`config.mk`:
```
export PLATFORM = sky130hd
export DESIGN_NAME = full_adder_core
export DESIGN_NICKNAME = d
export VERILOG_FILES = /design/src/rtl/full_adder_core.sv
export SDC_FILE = /design/constraint.sdc
export NUM_CORES = 1
export LEC_CHECK = 0
export CAP_MARGIN = 20
export CORE_AREA = 2 2 39 41
export DETAILED_ROUTE_END_ITERATION = 10
export DIE_AREA = 0 0 41 43
export PLACE_DENSITY_LB_ADDON = 0.08
export SYNTH_ARGS = -nofsm -noshare
export SYNTH_HDL_FRONTEND = slang
export SYNTH_SLANG_ARGS = --single-unit
```
`constraint.sdc`:
```
create_clock -name clk -period 1.85 [get_ports clk]
set_input_delay 0.37 -clock clk [delete_from_list [all_inputs] [get_ports clk]]
set_output_delay 0.37 -clock clk [all_outputs]
set_load 0.1 [all_outputs]
```
`src/rtl/full_adder_core.sv`:
```
// -----------------------------------------------------------------------------
// full_adder_core
//
// Registered ripple-carry adder. It computes {c,s} = x + y + z as an unsigned
// (WIDTH+1)-bit value and presents the result from output flops one clock after
// the sample is captured. With WIDTH=1 it is the classic single-bit full adder.
//
// Handshake: there is no ready signal. When in_valid is high on a rising edge,
// that edge captures x/y/z. s/c are loaded and out_valid is set. When in_valid is
// low on a rising edge, s/c hold their values and out_valid clears.
//
// Ports
//   clk        rising-edge clock
//   rst_n      asynchronous active-low reset (release is synchronised)
//   in_valid   qualifies x/y/z on this edge
//   x, y       WIDTH-bit unsigned operands
//   z          carry-in
//   s          registered WIDTH-bit sum
//   c          registered carry-out
//   out_valid  s/c were updated by the most recent edge
// -----------------------------------------------------------------------------
module full_adder_core #(
   parameter int WIDTH = 1
) (
   input  logic             clk,
   input  logic             rst_n,
   input  logic             in_valid,
   input  logic [WIDTH-1:0] x,
   input  logic [WIDTH-1:0] y,
   input  logic             z,
   output logic [WIDTH-1:0] s,
   output logic             c,
   output logic             out_valid
);

   logic [WIDTH-1:0] sum_d;
   logic             carry;
   logic             run_q;

   // Ripple chain of full-adder cells. The carry is a running variable rather
   // than a vector. This keeps the chain one block with no self-feedback.
   always_comb begin
      sum_d = '0;
      carry = z;
      for (int i = 0; i < WIDTH; i++) begin
         sum_d[i] = x[i] ^ y[i] ^ carry;
         carry    = (x[i] & y[i]) | (y[i] & carry) | (x[i] & carry);
      end
   end

   // run_q is low from reset until the first edge after rst_n rises. This
   // synchronises reset release. The first edge after release only sets run_q
   // and ignores any sample, so the first capture happens on the second edge.
   always_ff @(posedge clk or negedge rst_n) begin
      if (!rst_n) begin
         run_q     <= 1'b0;
         s         <= '0;
         c         <= 1'b0;
         out_valid <= 1'b0;
      end else begin
         run_q <= 1'b1;
         if (run_q) begin
            if (in_valid) begin
               s         <= sum_d;
               c         <= carry;
               out_valid <= 1'b1;
            end else begin
               out_valid <= 1'b0;
            end
         end
      end
   end

endmodule

```
# After elaboration in Yosys (flattened, before gate mapping)
# Index checks and enable logic that the tools add are counted.
dict set report word_totals {
  reg_bits 4
  wordCells 13
}
dict set report classes {
  n_bitwise 7
  muxes 1
  reduce_logical 1
}
# operator count
set ops {}
lappend ops {{$and 1x1->1} 3}
lappend ops {{$or 1x1->1} 2}
lappend ops {{$reduce_and 2->1} 1}
lappend ops {{$xor 1x1->1} 2}
lappend ops {{$mux 1} 1}

# Logic depth before layout (Yosys ltp)
# Gate-level depths: netlist of the first run.
dict set report depth {
  ltp_word 3
  depth_mapped 2
}

# Least setup slack after synthesis of the first run
# Ideal clock, no wire load.
dict set report synth_timing {
  path_kind {register -> output}
  startpoint {register c}
  endpoint {output port c}
  arrival_time_ns 0.898
  setup_slack_ns 0.582
  required_time_ns 1.480
  path_stages_with_launch 1
  path_cell_list {dfrtp_1}
}
# element line
set synth_lines {}
lappend synth_lines {{from (decl)} 32} ;# output logic c,
lappend synth_lines {{from (signal assigned)} 65} ;# c <= carry;
# No word-level cell between the ends.

# Worst setup path in the final report of the first run
dict set report layout_timing {
  startpoint {input port y}
  endpoint {register s}
}
dict set report layout_via {
  elab_chain_len 2
}
# element line
set layout_lines {}
lappend layout_lines {{from (decl)} 29} ;# input logic [WIDTH-1:0] y,
lappend layout_lines {{$xor 1x1->1 (2 in series)} 46} ;# sum_d[i] = x[i] ^ y[i] ^ carry;
lappend layout_lines {{via sum_d} 36} ;# logic [WIDTH-1:0] sum_d;
lappend layout_lines {{to (signal assigned)} 64} ;# s <= sum_d;
lappend layout_lines {{to (decl)} 31} ;# output logic [WIDTH-1:0] s,
# The timed path passes the listed nets, and every way through them passes these cells.
# A chain may end at the register's enable or synchronous reset.

==> results_dict.tcl, run 1 <==
set metrics [dict create \
    status "finished clean" \
    portBuffers 8 \
    fmax_mhz 699 \
    pin_count 9 \
    dr.first_iter.drc_count 0 \
    fin_crit_sh_pct 77.3 \
    regArea_um2 100 \
    multi_input_area_um2 65.1 \
    gp_congestion 0.603 \
    reg2reg_setup_slack_ns 0.96 \
    layout_min_cycle_time_ns 1.43 \
    area_delta_synth_final_pct 90.4 \
    setup-tns-final_ns 0 \
    vias_per_cell 3.26 \
    power_density_nw_per_um2 1200 \
    grt_pass1_vias 132 \
    ys_ff_latch 4 \
    rsz0062_at_grt "no" \
    die_w_um 41 \
    tritoncts "done" \
    grt.total_usage_pct 5.54 \
    gr-total-overflow 0 \
    setup_viol 0 \
    die_h_um 43 \
    synth_area_leaders "dfrtp_1, mux2_4, fa_1" \
    worst-endpoint-arrival_ns 1.54 \
    fp-row-count 14 \
    synthAdderAreaFrac_pct 11.9 \
    wire_per_inst_um 7.95 \
    synth.avg_cell_area_um2 15.4 \
    cts.hold.buffers_added 0 \
    critPathRequiredTime_ns 1.96 \
    die_area_um2 1760 \
    grt_max_degree 5 \
    h-tree-depth 1 \
    drv_slew 0 \
    fillerInstances 151 \
    yosysTopAreaCell "dfrtp_1" \
    synth.yosys.seq_area_share_pct 59.3 \
    cts_inserted_buffers 3 \
    synth-simple-area-share_pct 3.70 \
    final_hold_viol_count 0 \
    crit_type "in -> reg" \
    post_cts_resized 0 \
    endpoint_kind "register" \
    via_count 124 \
    cts_buffer_depth 2 \
    grt_first_pass_wirelength_um 517 \
    synth_top_area_share_pct 59.3 \
    initial_core_util_pct 12.2 \
    fin_area_um2 322 \
    hpwl_um 243 \
    clk_latency_ns 0.23 \
    synthCells 11 \
    p_leak_nw 0.145 \
    syn-num-nets 18 \
    maxCapViolations 0 \
    path_clk_slew_ns 0.04 \
    final_common_cell "clkdlybuf4s50_1" \
    cts_root_buffer "clkbuf_4" \
    drc 0 \
    hp-class "in -> async" \
    diodes 0 \
    placed_area_um2 299 \
    dr.pass1.iters 1 \
    synth_xor_area_share_pct 0 \
    synth_cell_types 7 \
    ys_warn_count 0 \
    synth_area_um2 169 \
    coreArea_um2 1380 \
    worstPathMaxFanout 1 \
    layout-drive-gt1-share_pct 40.9 \
    fin_nets 31 \
    vdd_ir_drop_max_v 0.000372 \
    cp-start-kind "primary input" \
    layout_common_cells "clkdlybuf4s50_1, dfrtp_1, clkbuf_4, buf_12, mux2_4" \
    finClkSkew_ns 0.00158 \
    antenna_found_initial 0 \
    cts_setup_buffers 0 \
    synth_compound_area_share_pct 2.96 \
    synth_top_family_by_area "multiplexers" \
    cts_num_sinks 4 \
    utilization_pct 23.2 \
    wl_um 302 \
    muxShareOfSynthArea_pct 17.8 \
    drtAntennaViolNets 0 \
]
[power breakdown]
part / internal [W] / leakage (nW) / switching [W]
sequential: 0.000100 / 0.0473 / 0.0000125
clock: 0.0000725 / 0.0138 / 0.0000344
combinational: 0.0000670 / 0.0841 / 0.0000978
[state kept, by name, indices dropped and copies added (netlist names)]
register,cells
c,1
run_q,1
out_valid,1
s,1
[per-layer routing]
| layer | global-route usage, % | vias to the layer above | wire [um] |
|---|---|---|---|
| li1 | - | 57 | - |
| met5 | 0 | - | 0 |
| met3 | 9.42 | 0 | 39 |
| met4 | 2.00 | 0 | 0 |
| met2 | 5.94 | 6 | 141 |
| met1 | 4.89 | 61 | 121 |
[cell usage after synthesis (all sizes together)]
cell type / number
dfrtp: 4
mux2: 2
conb: 1
fa: 1
inv: 1
nand2: 1
o21ai: 1
[worst max-delay path: stages]
cell and delay (ns):
clkdlybuf4s50_1 0.43, fa_1 0.47, mux2_4 0.27
[cell type report]
class                   count  share of cell area [%]
multi-input cells           6                    20.2
clock buffers               3                    7.00
flip-flops and latches      4                    31.1
repair buffers              8                    34.2
inverters                   1                    1.17
well taps                  16                    6.23
[stage by stage]
stage / cells / hold WS (ns) / total power, W / setup slack (ns)
after floorplan: 11 / 0.0744 / 0.000210 / 0.582
after global placement: 35 / 0.462 / 0.000280 / 0.177
after detailed placement: 35 / 0.468 / 0.000280 / 0.176
after CTS: 38 / 0.343 / 0.000395 / 0.420
after global routing: 38 / 0.346 / 0.000407 / 0.395
final: 38 / 0.344 / 0.000385 / 0.420
[final timing paths]
check / start / cells past startpoint / endpoint
min in group clk: run_q$_DFF_PN0_ / 1 / out_valid$_DFFE_PN0P_
worst min register to register: run_q$_DFF_PN0_ / 1 / out_valid$_DFFE_PN0P_
max in group asynchronous: rst_n / 1 / run_q$_DFF_PN0_
worst max register to register: run_q$_DFF_PN0_ / 2 / c$_DFFE_PN0P_
worst max-delay path: y / 3 / s$_DFFE_PN0P_
worst min-delay path: rst_n / 1 / s$_DFFE_PN0P_
[logic make-up after synthesis]
| family | after synthesis |
|---|---|
| flops | 4 |
| mux | 2 |
| compound gates | 1 |
| buf+inv | 1 |
| fa+ha+maj | 1 |
| simple gates | 1 |
| other cells | 1 |
Power figures use the tool's default switching activity.
==> run 2: changes to the inputs <==
==> constraint.sdc (replaced) <==
create_clock -name clk -period 1.31 [get_ports clk]
set_input_delay 0.262 -clock clk [delete_from_list [all_inputs] [get_ports clk]]
set_output_delay 0.262 -clock clk [all_outputs]
set_load 0.1 [all_outputs]
==> run 2 against run 1 <==
Effect of this change:
- wire length grew 4.3%
- die area stayed put
- combinational power grew 40%
- worst hold slack lost 0.12 ns
- register-to-register slack lost 0.54 ns
- largest power group unchanged
- largest cell class unchanged
- sequential share of layout area shrank 0.12 points
- sequential power up 41%
==> results_dict.tcl, run 2 (synthesis gave the netlist of run 1 again) <==
set metrics [dict create \
    vias_per_cell 2.92 \
    critPathRequiredTime_ns 1.43 \
    die_area_um2 1760 \
    fillerInstances 151 \
    power_switching_w 0.000212 \
    fin_crit_sh_pct 98.0 \
    wl_um 315 \
    hp-class "in -> async" \
    power_frac_comb_pct 42.0 \
    p_sw_share_pct 38.6 \
    dr.first_iter.drc_count 0 \
    layout-drive-gt1-share_pct 40.9 \
    portBuffers 8 \
    clk_latency_ns 0.24 \
    drtAntennaViolNets 0 \
    vdd_ir_drop_max_v 0.000409 \
    gr-total-overflow 0 \
    setup_viol 0 \
    h-tree-depth 1 \
    gp_congestion 0.584 \
    drc 0 \
    rr_worst_depth 2 \
    die_h_um 43 \
    maxCapViolations 0 \
    cts_num_sinks 4 \
    diodes 0 \
    fp-row-count 14 \
    cts_inserted_buffers 3 \
    cts_buffer_depth 2 \
    die_w_um 41 \
    path_clk_slew_ns 0.04 \
    layout_common_cells "dfrtp_1, clkbuf_4, clkdlybuf4s50_1, buf_12, mux2_4" \
    worstPathMaxFanout 1 \
    crit_chain "clkdlybuf4s50_1 > fa_1 > mux2_4" \
    seq_power_share_pct 29.0 \
    cts_root_buffer "clkbuf_4" \
    tritoncts "done" \
    dr.pass1.iters 1 \
    status "finished clean" \
    coreArea_um2 1380 \
    grt_max_degree 5 \
    fin_nets 31 \
    final_hold_viol_count 0 \
    fmax_mhz 779 \
    p_leak_nw 0.156 \
    grt.total_usage_pct 5.74 \
    grt_first_pass_wirelength_um 552 \
    pin_count 9 \
    slowest_stage "clkdlybuf4s50_1" \
    p_int_w 0.000337 \
    endpoint_kind "register" \
    setup-tns-final_ns 0 \
    layout_min_cycle_time_ns 1.28 \
    cp-start-kind "primary input" \
    wire_per_inst_um 8.29 \
    total_power_w 0.000550 \
    pwr-share-clk_pct 29.0 \
    power_density_nw_per_um2 1700 \
    worst-endpoint-arrival_ns 1.40 \
    hpwl_um 230 \
    area_delta_synth_final_pct 91.1 \
    finClkSkew_ns 0.00287 \
    antenna_found_initial 0 \
    initial_core_util_pct 12.2 \
    via_count 111 \
    grt_pass1_vias 132 \
    drv_slew 0 \
    slowest_delay_ns 0.47 \
    final_common_cell "dfrtp_1" \
    rsz0062_at_grt "no" \
    crit_type "in -> reg" \
]
## run 2: cell types whose count changed in the layout (fill, tap and decap cells not counted)
| cell | before | now |
|---|---|---|
| clkdlybuf4s50_1 | 5 | 3 |
| dlygate4sd2_1 | 0 | 1 |
| dlymetal6s2s_1 | 0 | 1 |
## run 2: stage by stage
step	cells	area (um^2)	setup slack (ns)	utilization, %	hold slack, ns
floorplan	11	169	0.0611	-	-0.0336
global placement	35	299	-0.249	21.6	0.462
detailed placement	35	299	-0.255	21.6	0.468
CTS	38	320	0.00884	23.1	0.224
global route	38	323	0.0129	23.3	0.235
finish	38	323	0.0265	23.3	0.226
## run 2: per-layer routing
layer,wire length [um],vias to the layer above,track usage [%]
met5,0,-,0
met4,0,0,10.0
met3,36,0,3.14
met2,166,4,5.63
met1,112,52,5.84
li1,-,55,-
## run 2: critical path: cells and delay by family
family                     cells  cell delay (ns)
adders and majority gates      1             0.40
buffers and inverters          1             0.47
muxes                          1             0.27
## run 2: area by class of cell
type	instances	area, um^2	share of cell area, %
timing repair buffer	8	111	34.5
sequential	4	100	31.0
multi-input combinational	6	65.1	20.2
clock buffer	3	22.5	6.98
tap	16	20.0	6.20
inverter	1	3.75	1.16
## run 2: what timing repair did
action	4_1_cts	5_1_grt
setup endpoints to repair	1	1
pin swaps	0	1
hold buffers	0	0
buffers inserted	0	0
gates resized for setup	1	1
## run 2: power groups by stage
stage	registers [W]	logic (W)	clock network (W)
2_1_floorplan	0.000268	0.0000277	0
3_3_place_gp	0.000161	0.000234	0
3_5_place_dp	0.000161	0.000234	0
4_1_cts	0.000159	0.000234	0.000171
5_1_grt	0.000162	0.000239	0.000177
6_report	0.000159	0.000231	0.000159
## run 2: final timing paths
| check | slack, ns | to | start |
|---|---|---|---|
| setup / recovery | 0.03 | s$_DFFE_PN0P_ | z |
| hold / removal | 0.23 | out_valid$_DFFE_PN0P_ | rst_n |
| setup reg to reg | 0.42 | c$_DFFE_PN0P_ | run_q$_DFF_PN0_ |
| hold reg to reg | 0.47 | out_valid$_DFFE_PN0P_ | run_q$_DFF_PN0_ |
| max in group asynchronous | 0.91 | c$_DFFE_PN0P_ | rst_n |
| min in group clk | 0.46 | s$_DFFE_PN0P_ | x |
